$ cat src/rtl/dma_pkg.sv
// Shared state codes, transfer types and mode constants for the 8237-style
// DMA timing-and-control sequencer.
package dma_pkg;

  typedef logic [2:0] dmaState_t;

  localparam dmaState_t stateSI = 3'd0;
  localparam dmaState_t stateS0 = 3'd1;
  localparam dmaState_t stateS1 = 3'd2;
  localparam dmaState_t stateS2 = 3'd3;
  localparam dmaState_t stateS3 = 3'd4;
  localparam dmaState_t stateSW = 3'd5;
  localparam dmaState_t stateS4 = 3'd6;

  typedef enum logic [1:0] {
    xferVerify  = 2'b00,
    xferWrite   = 2'b01,
    xferRead    = 2'b10,
    xferIllegal = 2'b11
  } xferType_t;

  localparam logic modeSingle = 1'b0;
  localparam logic modeBlock  = 1'b1;

  // States in which the read command is on the bus and EOP_N is watched.
  function automatic logic inCmdPhase(input dmaState_t s);
    return (s == stateS2) || (s == stateS3) || (s == stateSW);
  endfunction

endpackage

$ cat src/rtl/dma_cmd_decode.sv
// Maps a sequencer state and transfer type onto the four active-low bus
// command strobes. Verify and the illegal code produce no command at all.
module dma_cmd_decode
  import dma_pkg::*;
#(
  parameter bit EXT_WRITE = 1'b0
) (
  input  dmaState_t  state,
  input  logic [1:0] modeXfer,
  output logic       memrN,
  output logic       memwN,
  output logic       iorN,
  output logic       iowN
);

  xferType_t xfer;
  logic      readPhase;
  logic      writePhase;

  assign xfer = xferType_t'(modeXfer);

  // Extended write pulls the write command forward into S2 alongside the read.
  always_comb begin
    readPhase  = inCmdPhase(state);
    writePhase = (state == stateS3) || (state == stateSW) ||
                 (EXT_WRITE && (state == stateS2));
    memrN = 1'b1;
    memwN = 1'b1;
    iorN  = 1'b1;
    iowN  = 1'b1;
    case (xfer)
      xferWrite: begin
        iorN  = ~readPhase;
        memwN = ~writePhase;
      end
      xferRead: begin
        memrN = ~readPhase;
        iowN  = ~writePhase;
      end
      default: begin
        memrN = 1'b1;
      end
    endcase
  end

endmodule

$ cat src/rtl/dma_timing_ctrl.sv
// Timing-and-control sequencer: bus handshake, priority-resolve strobe, DACK
// enable, command strobes and address/count/terminal-count pulses.
module dma_timing_ctrl
  import dma_pkg::*;
#(
  parameter int NUM_CH    = 4,
  parameter bit EXT_WRITE = 1'b0
) (
  input  logic              CLK,
  input  logic              RESET,
  input  logic [NUM_CH-1:0] dma_req,
  input  logic [1:0]        act_ch,
  input  logic              ctrl_disable,
  input  logic [1:0]        mode_xfer,
  input  logic              mode_block,
  input  logic              count_zero,
  input  logic              addr_hi_change,
  input  logic              HLDA,
  input  logic              READY,
  input  logic              EOP_N_in,
  output logic              HRQ,
  output logic              AEN,
  output logic              ADSTB,
  output logic              priority_gen,
  output logic              ld_ack,
  output logic              MEMR_N,
  output logic              MEMW_N,
  output logic              IOR_N,
  output logic              IOW_N,
  output logic              upd_pulse,
  output logic              tc,
  output logic              EOP_N_out
);

  dmaState_t state;
  dmaState_t nextState;
  logic      pgReg;
  logic      tcReg;
  logic      eopLatch;
  logic      memrNext, memwNext, iorNext, iowNext;
  logic      memrReg, memwReg, iorReg, iowReg;
  logic      anyReq;
  logic      unusedBits;

  // The active channel only steers DACK inside the priority logic.
  assign unusedBits = ^act_ch;
  assign anyReq     = |dma_req;

  // HLDA loss anywhere between S1 and SW abandons the cycle without an update.
  always_comb begin
    nextState = state;
    case (state)
      stateSI: if (anyReq && !ctrl_disable) nextState = stateS0;
      stateS0: begin
        if (HLDA)         nextState = stateS1;
        else if (!anyReq) nextState = stateSI;
      end
      stateS1: nextState = HLDA ? stateS2 : stateSI;
      stateS2: nextState = HLDA ? stateS3 : stateSI;
      stateS3, stateSW: begin
        if (!HLDA)      nextState = stateSI;
        else if (READY) nextState = stateS4;
        else            nextState = stateSW;
      end
      stateS4: begin
        if ((mode_block == modeSingle) || tcReg || eopLatch || ctrl_disable)
          nextState = stateSI;
        else if (addr_hi_change)
          nextState = stateS1;
        else
          nextState = stateS2;
      end
      default: nextState = stateSI;
    endcase
  end

  dma_cmd_decode #(
    .EXT_WRITE(EXT_WRITE)
  ) cmdDecode (
    .state   (nextState),
    .modeXfer(mode_xfer),
    .memrN   (memrNext),
    .memwN   (memwNext),
    .iorN    (iorNext),
    .iowN    (iowNext)
  );

  // Strobes and tc are computed for the state being entered and registered,
  // so no input reaches an output without passing a flop.
  always_ff @(posedge CLK) begin
    if (RESET) begin
      state    <= stateSI;
      pgReg    <= 1'b0;
      tcReg    <= 1'b0;
      eopLatch <= 1'b0;
      memrReg  <= 1'b1;
      memwReg  <= 1'b1;
      iorReg   <= 1'b1;
      iowReg   <= 1'b1;
    end else begin
      state   <= nextState;
      pgReg   <= (state == stateS0) && (nextState == stateS1);
      tcReg   <= (nextState == stateS4) && count_zero;
      memrReg <= memrNext;
      memwReg <= memwNext;
      iorReg  <= iorNext;
      iowReg  <= iowNext;
      if (state == stateSI)
        eopLatch <= 1'b0;
      else if (inCmdPhase(state) && !EOP_N_in)
        eopLatch <= 1'b1;
    end
  end

  assign HRQ          = (state != stateSI);
  assign AEN          = (state == stateS1) || (state == stateS2) || (state == stateS3) ||
                        (state == stateSW) || (state == stateS4);
  assign ld_ack       = AEN;
  assign ADSTB        = (state == stateS1);
  assign priority_gen = pgReg;
  assign upd_pulse    = (state == stateS4);
  assign tc           = tcReg;
  assign EOP_N_out    = ~tcReg;
  assign MEMR_N       = memrReg;
  assign MEMW_N       = memwReg;
  assign IOR_N        = iorReg;
  assign IOW_N        = iowReg;

endmodule

$ cat config.mk
export PLATFORM = sky130hd
export DESIGN_NAME = dma_timing_ctrl
export DESIGN_NICKNAME = d
export VERILOG_FILES = /design/src/rtl/dma_pkg.sv /design/src/rtl/dma_cmd_decode.sv /design/src/rtl/dma_timing_ctrl.sv
export SDC_FILE = /design/constraint.sdc
export NUM_CORES = 1
export LEC_CHECK = 0
export ABC_CLOCK_PERIOD_IN_PS = 2800
export BUFFER_PORTS_ARGS = -buffer_cell sky130_fd_sc_hd__buf_2
export CAP_MARGIN = 5
export CORE_AREA = 2 2 39 41
export CTS_CLUSTER_DIAMETER = 50
export DETAILED_ROUTE_END_ITERATION = 6
export DIE_AREA = 0 0 41 43
export GPL_TIMING_DRIVEN = 0
export PLACE_DENSITY = 0.77
export SLEW_MARGIN = 40
export SYNTH_ARGS = -nofsm -noshare
export SYNTH_HDL_FRONTEND = slang
export SYNTH_SLANG_ARGS = --single-unit
$ cat constraint.sdc
create_clock -name CLK -period 2.8 [get_ports CLK]
set_input_delay 0 -clock CLK [delete_from_list [all_inputs] [get_ports CLK]]
set_output_delay 0 -clock CLK [all_outputs]
set_load 0.005 [all_outputs]
=== After elaboration in Yosys (flattened, before gate mapping) ===
Cells that the tools add are included.

* Equal/unequal tests: 13
* Multiplexer cells: 10
* Bitwise logic cells: 6
* Reduce and logical (&&, ||, !) cells: 25

{| class="wikitable"
|+ Operators by type and width
! operator !! count
|-
| equality test 3 bit (second input constant) || 6
|-
| case mux 3 bit (6 select lines) || 1
|-
| two-way mux 3 bit || 5
|-
| equality test 3 x 2 -> 1 bit (second input constant) || 4
|-
| logical OR 1 bit || 12
|-
| OR reduction 2 bit || 4
|-
| two-way mux 2 bit || 3
|-
| inverter 1 bit || 6
|-
| logical AND 1 bit || 4
|-
| OR reduction 4 bit || 1
|-
| equality test 3 x 1 -> 1 bit (second input constant) || 1
|-
| logical NOT 3 bit || 1
|-
| nonzero test 3 bit || 1
|-
| equality test 2 x 1 -> 1 bit (second input constant) || 1
|-
| equality test 2 bit (second input constant) || 1
|-
| logical NOT 1 bit || 2
|-
| two-way mux 1 bit || 1
|}

* Bits in registers: 10
* Output and inout bits: 12

=== Depth between registers and ports, before layout ===
Gate-level depths: netlist of the first run.

* Depth after elaboration: 10
* Depth in mapped cells: 5
* Depth with buffers taken out: 4

=== Hierarchy ===
Synthesis of the first run repeated with hierarchy kept, for this count alone.

* Cells, all modules: 64
* Area total of the unflattened synthesis: 533.0 µm²

{| class="wikitable"
|+ By module, submodules not included
! module !! times used !! cells each !! area each (µm²) !! seq. area each (µm²)
|-
| dma_timing_ctrl || 1 || 56 || 481.7 || 200.2
|-
| dma_cmd_decode || 1 || 8 || 51.3 || 0.0
|}

=== Worst setup path before layout of the first run ===
Ideal clock, no wire load.

* Kind: register to register
* From: register state[0]
* To: register memrReg (netlist: MEMR_N)
* Data arrival time: 1.156 ns
* Setup slack: 1.506 ns
* Cell stages (with the launch flop): 6
* Buffers on the path: 1
* Clock period less this slack: 1.294 ns
* Path through: dfxtp_1 > clkbuf_2 > nor2b_1 > a21o_2 > a32oi_4 > o2111ai_1

* Longest elaborated chain between the ends: 7
* Elaborated cells on any way between the ends: 18
* Classes of those cells: eq/ne (9); mux (4); bitwise (1); reduce/logical (4)

{| class="wikitable"
|+ RTL lines
! item !! line !! text
|-
| from (decl) || dma_timing_ctrl.sv:35 || <nowiki>dmaState_t state;</nowiki>
|-
| from (signal assigned) || dma_timing_ctrl.sv:92 || <nowiki>state <= stateSI;</nowiki>
|-
| from (signal assigned) || dma_timing_ctrl.sv:101 || <nowiki>state <= nextState;</nowiki>
|-
| equality test 3 bit / two-way mux 3 bit (equally long branches) || dma_timing_ctrl.sv:52, dma_timing_ctrl.sv:56 ||
|-
| OR reduction 2 bit / two-way mux 3 bit (equally long branches) || dma_timing_ctrl.sv:52, dma_timing_ctrl.sv:55 ||
|-
| case mux 3 bit (6 select lines) (*) || dma_timing_ctrl.sv:52 || <nowiki>case (state)</nowiki>
|-
| equality test 3 x 2 -> 1 bit / equality test 3 bit (equally long branches) || dma_pkg.sv:27 || <nowiki>return (s == stateS2) || (s == stateS3) || (s == stateSW);</nowiki>
|-
| logical OR 1 bit || dma_pkg.sv:27 ||
|-
| logical OR 1 bit (*) || dma_pkg.sv:27 ||
|-
| inverter 1 bit (*) || dma_cmd_decode.sv:37 || <nowiki>memrN = ~readPhase;</nowiki>
|-
| to (signal assigned) || dma_timing_ctrl.sv:104 || <nowiki>memrReg <= memrNext;</nowiki>
|-
| to (decl) || dma_timing_ctrl.sv:41 || <nowiki>logic memrReg, memwReg, iorReg, iowReg;</nowiki>
|}

Mark *: on every way between the ends. The rest lies on a longest branch, timed or not.
A chain may end at the register's enable or synchronous reset.

=== Worst setup path in the final report of the first run ===
* From: register state[1]
* To: register iowReg (netlist: IOW_N)

* Longest elaborated chain between the ends: 6
* Elaborated cells on any way between the ends: 16
* Classes of those cells: eq/ne (8); mux (4); bitwise (1); reduce/logical (3)

{| class="wikitable"
|+ RTL lines
! item !! line !! text
|-
| equality test 3 bit / two-way mux 3 bit (equally long branches) || dma_timing_ctrl.sv:52, dma_timing_ctrl.sv:56 ||
|-
| OR reduction 2 bit / two-way mux 3 bit (equally long branches) || dma_timing_ctrl.sv:52, dma_timing_ctrl.sv:55 ||
|-
| case mux 3 bit (6 select lines) (*) || dma_timing_ctrl.sv:52 ||
|-
| equality test 3 bit || dma_cmd_decode.sv:25 || <nowiki>writePhase = (state == stateS3) || (state == stateSW) ||</nowiki>
|-
| logical OR 1 bit (*) || dma_cmd_decode.sv:25 ||
|-
| inverter 1 bit (*) || dma_cmd_decode.sv:38 || <nowiki>iowN = ~writePhase;</nowiki>
|-
| to (signal assigned) || dma_timing_ctrl.sv:107 || <nowiki>iowReg <= iowNext;</nowiki>
|-
| to (decl) || dma_timing_ctrl.sv:41 ||
|}

Marks and branches as above.

==> qor.yml, run 1 <==
yosys:
  syn_nets: 79
  synth-edff-count: 0
  syn_area_per_cell_um2: 9.34
  yosysTopAreaCell: "dfxtp_1"
  synthArstFlopShare: 0
  synth-seq-area-share: 0.346
  synth_area_leaders: "dfxtp_1 (35%), o21ai_0 (5.2%), a32oi_4 (4.8%), nor4b_4 (4.1%), nor3b_1 (3.9%)"
  synthCells: 62
  synth-seq-cells: 10
  yosysWarnings: 0
  syn_area_um2: 579
  ys.flop_type: "dfxtp_1"
  yosys.area.top_type_share: 0.346
  synth_cell_types: 31
route:
  drtIter0Drc: 15
  wire_per_inst_um: 11.8
  avgViaCountPerCell: 5.32
  totalWireLength_mm: 1.30
  num_vias: 585
  drtPass1Iterations: 4
  drc: 0
  drtAntennaViolNets: 0
floorplan:
  initial_core_util: 0.419
  core_um2: 1380
  die_h_um: 43
  die_w_um: 41
  io_pins: 29
  rows: 14
  fp.dieArea_um2: 1760
sta:
  skew_ns: 0.000601
  slew_headroom: 0.790
  layout_min_cycle_time_ns: 1.90
  fin_ws_ns: 0.897
  rsz0062_at_grt: "false"
  slew_violations: 0
  tightest_slew_ns: 0.313
  fmax_mhz: 525
  setup_viol: 0
  hold_violations: 0
  holdWs_ns: 0.0197
  finalCritPeriodShare: 0.680
  tns_ns: 0
setup_path:
  reg2regPathDepth: 5
  crit_fanout: 8
  crit_chain: "inv_1 > nor3_1 > o21a_1 > nand3_1 > dlygate4sd3_1"
  r2r_slack_ns: 0.90
  crit_required_ns: 2.96
  max_stage_delay_ns: 0.55
  cp.arrival_ns: 2.06
  regToRegStartpoint: "state[1]"
  cp-end-kind: "register"
  critPathLaunchType: "register"
  critical-path-slowest-cell: "dlygate4sd3_1"
  path_class: "reg2reg"
  rr_endpoint: "IOW_N"
clock_tree:
  cts_hold_buf: 3
  clock-sinks: 10
  clk_latency_ns: 0.27
  cts_resized: 0
  cts_tree: "done"
  clk_pin_slew_ns: 0.06
  cts_root_buffer: "clkbuf_4"
  cts_buffer_depth: 2
  h-tree-depth: 1
  cts_setup_buffers: 0
  cts_buffers: 3
global_route:
  overflow: 0
  grt_pass1_wl_mm: 1.88
  grt_max_degree: 11
  antenna_found_initial: 0
  grt_pass1_vias: 472
  grt_use_total: 0.160
power:
  clkPwrFrac: 0.384
  pwr-share-seq: 0.440
  combinationalPowerShare: 0.176
  irDropWorstVdd_mv: 0.217
  p_sw_uw: 81.1
  switching_share: 0.243
  powerDensity_nw_per_um2: 423
  p_int_uw: 253
  p_leak_nw: 0.343
min_path:
  hp-start: "count_zero"
  hold_class: "in2reg"
  holdPathEnd: "tc"
  min_delay_path_depth: 3
finish:
  layout-drive-gt1-share: 0.447
  seq_area_um2: 200
  area_delta_synth_final_pct: 36.5
  nNetsFinal: 112
  antenna_cells: 0
  fill_cells: 132
  multi_input_area_um2: 332
  final_util: 0.571
flow_run:
  max_cap_violations: 0
placed_design:
  place.gp.congestion: 0.769
  post-dp-hpwl_um: 997
  place_ws_ns: 1.37
  placement.io_buffers: 25
run_status:
  status: "completed"
[cell type report]
type,instances,area share
multi-input combinational,45,0.419
tap,16,0.0253
buffer,4,0.0459
sequential,10,0.253
inverter,3,0.0142
timing repair buffer,28,0.196
clock buffer,4,0.0459
[worst max path at each step]
stage | from | to | slack [ns] | cells after the start
after floorplan | state[0] | MEMR_N | 1.51 | 5
after global routing | state[1] | IOW_N | 0.78 | 5
after detailed placement | state[0] | MEMR_N | 1.37 | 5
final | state[1] | IOW_N | 0.90 | 5
after global placement | state[0] | MEMR_N | 1.40 | 5
after CTS | state[1] | IOW_N | 0.93 | 5
[layout by cell type, fill, tap and decap left out, drive strengths merged]
cell           count
o21a               1
a32oi              1
and3               1
nor4               2
o21ai              6
nand4b             1
nand2b             1
a21o               2
clkdlybuf4s25      1
inv                3
and2               1
o2111ai            1
nand3              3
dlygate4sd3        3
dfxtp             10
nor3               2
or4                1
nor2               5
mux2i              1
nor4b              1
nor3b              4
a31oi              2
clkbuf             6
buf               26
o211ai             2
and2b              2
nand2              3
nor2b              2
[power by group through the flow]
stage,Combinational (mW),Clock (mW),Sequential (mW)
after floorplan,0.0349,0,0.150
after CTS,0.0592,0.133,0.147
after global routing,0.0639,0.137,0.147
final,0.0589,0.128,0.147
after global placement,0.0555,0,0.150
after detailed placement,0.0570,0,0.150
[metal layers]
metal | GRT usage | up-vias | wire [um]
li1 | - | 292 | -
met1 | 0.210 | 265 | 515
met2 | 0.238 | 23 | 644
met3 | 0.0157 | 5 | 106
met4 | 0.100 | 0 | 36
met5 | 0 | - | 0
[metrics by stage]
step                      cells  total power [mW]  cell area (um2)
after CTS                   110             0.340              791
after floorplan              62             0.185              579
after detailed placement    103             0.207              724
after global placement      103             0.206              724
after global routing        110             0.348              791
final                       110             0.334              791
[flip-flops by register name, summed over array words and instances, names as in the netlist]
register	cells
MEMW_N	1
state	3
IOR_N	1
IOW_N	1
priority_gen	1
eopLatch	1
MEMR_N	1
tc	1
[worst max-delay path, delay by kind of cell (launching register included)]
kind	cells	cell delay [ns]
and+or+nand+nor	2	0.40
DFF	1	0.47
buffers and inverters	2	0.71
AOI/OAI and AO/OA	1	0.21
[cells in the mapped netlist (2+ instances only)]
cell type   n
dfxtp_1    10
o21ai_0     6
nor2_1      5
inv_1       3
nand2_1     3
nor3b_1     3
a21o_2      2
a31oi_1     2
and2b_2     2
nand3_1     2
nor2b_1     2
nor3_1      2
o211ai_1    2
[cell families after synthesis]
family,Yosys count,share of synthesized area
AOI/OAI and AO/OA,15,0.205
buffers and inverters,7,0.0821
DFF,10,0.346
muxes,1,0.0173
and+or+nand+nor,29,0.350
Note: power is estimated with default switching activity, not from simulation.
==> run 2: changes to the inputs <==
Settings changed: ABC_CLOCK_PERIOD_IN_PS 2800 to 1700, CORE_AREA 2 2 39 41 to not set, CORE_MARGIN set to 2, CORE_UTILIZATION set to 39, DIE_AREA 0 0 41 43 to not set, PLACE_DENSITY 0.77 to 0.73.
Clock period 2.8 ns to 1.7 ns, I/O delays scaled along.
==> run 2 against run 1 <==
  * Global-route usage grew 0.82 points
  * Clock skew grew 0.0067 ns
  * Largest cell class unchanged
  * Highest routed layer unchanged
  * Design area shrank 1.4%
  * Critical path type unchanged
==> qor.yml, run 2 (same netlist as run 1, synthesis figures left out) <==
placed_design:
  place_ws_ns: 0.292
  dpl_cell_area_um2: 723
  post-dp-hpwl_mm: 1.08
  dp.cells: 102
  place.gp.congestion: 0.792
  placement.io_buffers: 25
clock_tree:
  cts_resized: 0
  h-tree-depth: 1
  clk_latency_ns: 0.28
  cts_buffers: 3
  cts_setup_buffers: 0
  cts_buffer_depth: 2
  cts_tree: "done"
  clk_pin_slew_ns: 0.07
  clock-sinks: 10
  cts_root_buffer: "clkbuf_4"
  cts_hold_buf: 2
finish:
  fin_area_um2: 779
  top_register: "state"
  final_util: 0.577
  layout_commonest_cell: "buf_2"
  final_cell_count_no_fill: 108
  layout-drive-gt1-share: 0.452
  largest_reg_flops: 3
  fill_cells: 129
  antenna_cells: 0
  layout_common_cells: "buf_2 (25), dfxtp_1 (10), o21ai_0 (6), nor2_1 (5)"
  area_delta_synth_final_pct: 34.6
  nNetsFinal: 111
floorplan:
  io_pins: 29
  rows: 13
  initial_core_util: 0.429
  die_w_um: 42.5
  die_h_um: 42.5
  core_um2: 1350
  fp.dieArea_um2: 1810
sta:
  layout_min_cycle_time_ns: 1.41
  fin_ws_ns: 0.291
  skew_ns: 0.00735
  tightest_slew_ns: 0.356
  setup_viol: 0
  tns_ns: 0
  slew_headroom: 0.761
  slew_violations: 0
  finalCritPeriodShare: 0.829
  holdWs_ns: 0.0152
  fmax_mhz: 710
  hold_violations: 0
  rsz0062_at_grt: "false"
power:
  irDropWorstVdd_mv: 0.484
  p_leak_nw: 0.342
  p_int_uw: 417
  pwr-share-seq: 0.433
  powerDensity_nw_per_um2: 717
  switching_share: 0.254
  p_sw_uw: 142
  power_uw: 559
  combinationalPowerShare: 0.174
  clkPwrFrac: 0.392
global_route:
  grt_max_degree: 11
  antenna_found_initial: 0
  grt_pass1_wl_mm: 2.28
  overflow: 0
  grt_use_total: 0.168
  grt_pass1_vias: 548
route:
  drtPass1Iterations: 4
  drtIter0Drc: 8
  totalWireLength_mm: 1.37
  wire_per_inst_um: 12.6
  num_vias: 574
  drtAntennaViolNets: 0
  drc: 0
  avgViaCountPerCell: 5.31
setup_path:
  rr_endpoint: "MEMR_N"
  cp-end-kind: "register"
  r2r_slack_ns: 0.29
  crit_fanout: 8
  reg2regPathDepth: 5
  path_class: "reg2reg"
  cp.arrival_ns: 1.55
  crit_required_ns: 1.85
  critPathLaunchType: "register"
  regToRegStartpoint: "state[0]"
min_path:
  hold_class: "in2reg"
  min_delay_path_depth: 3
  hp-start: "count_zero"
  holdPathEnd: "tc"
flow_run:
  max_cap_violations: 0
run_status:
  status: "completed"
run 2: cell types whose count changed in the layout (fill, tap and decap cells not counted):
cell	delta
dlygate4sd3_1	-1
run 2: metal layers:
layer / track usage / vias up / share of wire / wire, um
met5: 0 / - / 0 / 0
met4: 0.113 / 0 / 0.026 / 36
met3: 0.0302 / 5 / 0.054 / 74
met2: 0.271 / 18 / 0.46 / 625
met1: 0.200 / 261 / 0.46 / 630
li1: - / 290 / - / -
run 2: power groups by stage:
stage,Sequential (mW),Combinational [mW],Clock (mW)
2_1_floorplan,0.247,0.0575,0
3_3_place_gp,0.247,0.0918,0
3_5_place_dp,0.248,0.0937,0
4_1_cts,0.242,0.0974,0.216
5_1_grt,0.243,0.107,0.230
6_report,0.242,0.0973,0.219
run 2: worst max-delay path: stages (launching register included):
cell	delay [ns]
dfxtp_1	0.30
clkbuf_2	0.16
nor2b_1	0.17
a21o_2	0.21
a32oi_4	0.30
o2111ai_1	0.16
run 2: worst max-delay path by stage:
stage	slack, ns	depth (start not counted)	startpoint	to
2_1_floorplan	0.41	5	state[0]	MEMR_N
3_3_place_gp	0.29	5	state[0]	MEMR_N
3_5_place_dp	0.29	5	state[0]	MEMR_N
4_1_cts	0.28	5	state[0]	MEMR_N
5_1_grt	0.19	4	state[1]	tc
6_report	0.29	5	state[0]	MEMR_N
run 2: final cells by class:
class                           instances  area, um2  share of cell area
Inverter                                3       11.3              0.0144
Sequential cell                        10        200               0.257
Tap cell                               15       18.8              0.0241
Clock buffer                            4       36.3              0.0465
Buffer                                  4       36.3              0.0465
Multi-Input combinational cell         45        332               0.425
Timing Repair Buffer                   27        145               0.186
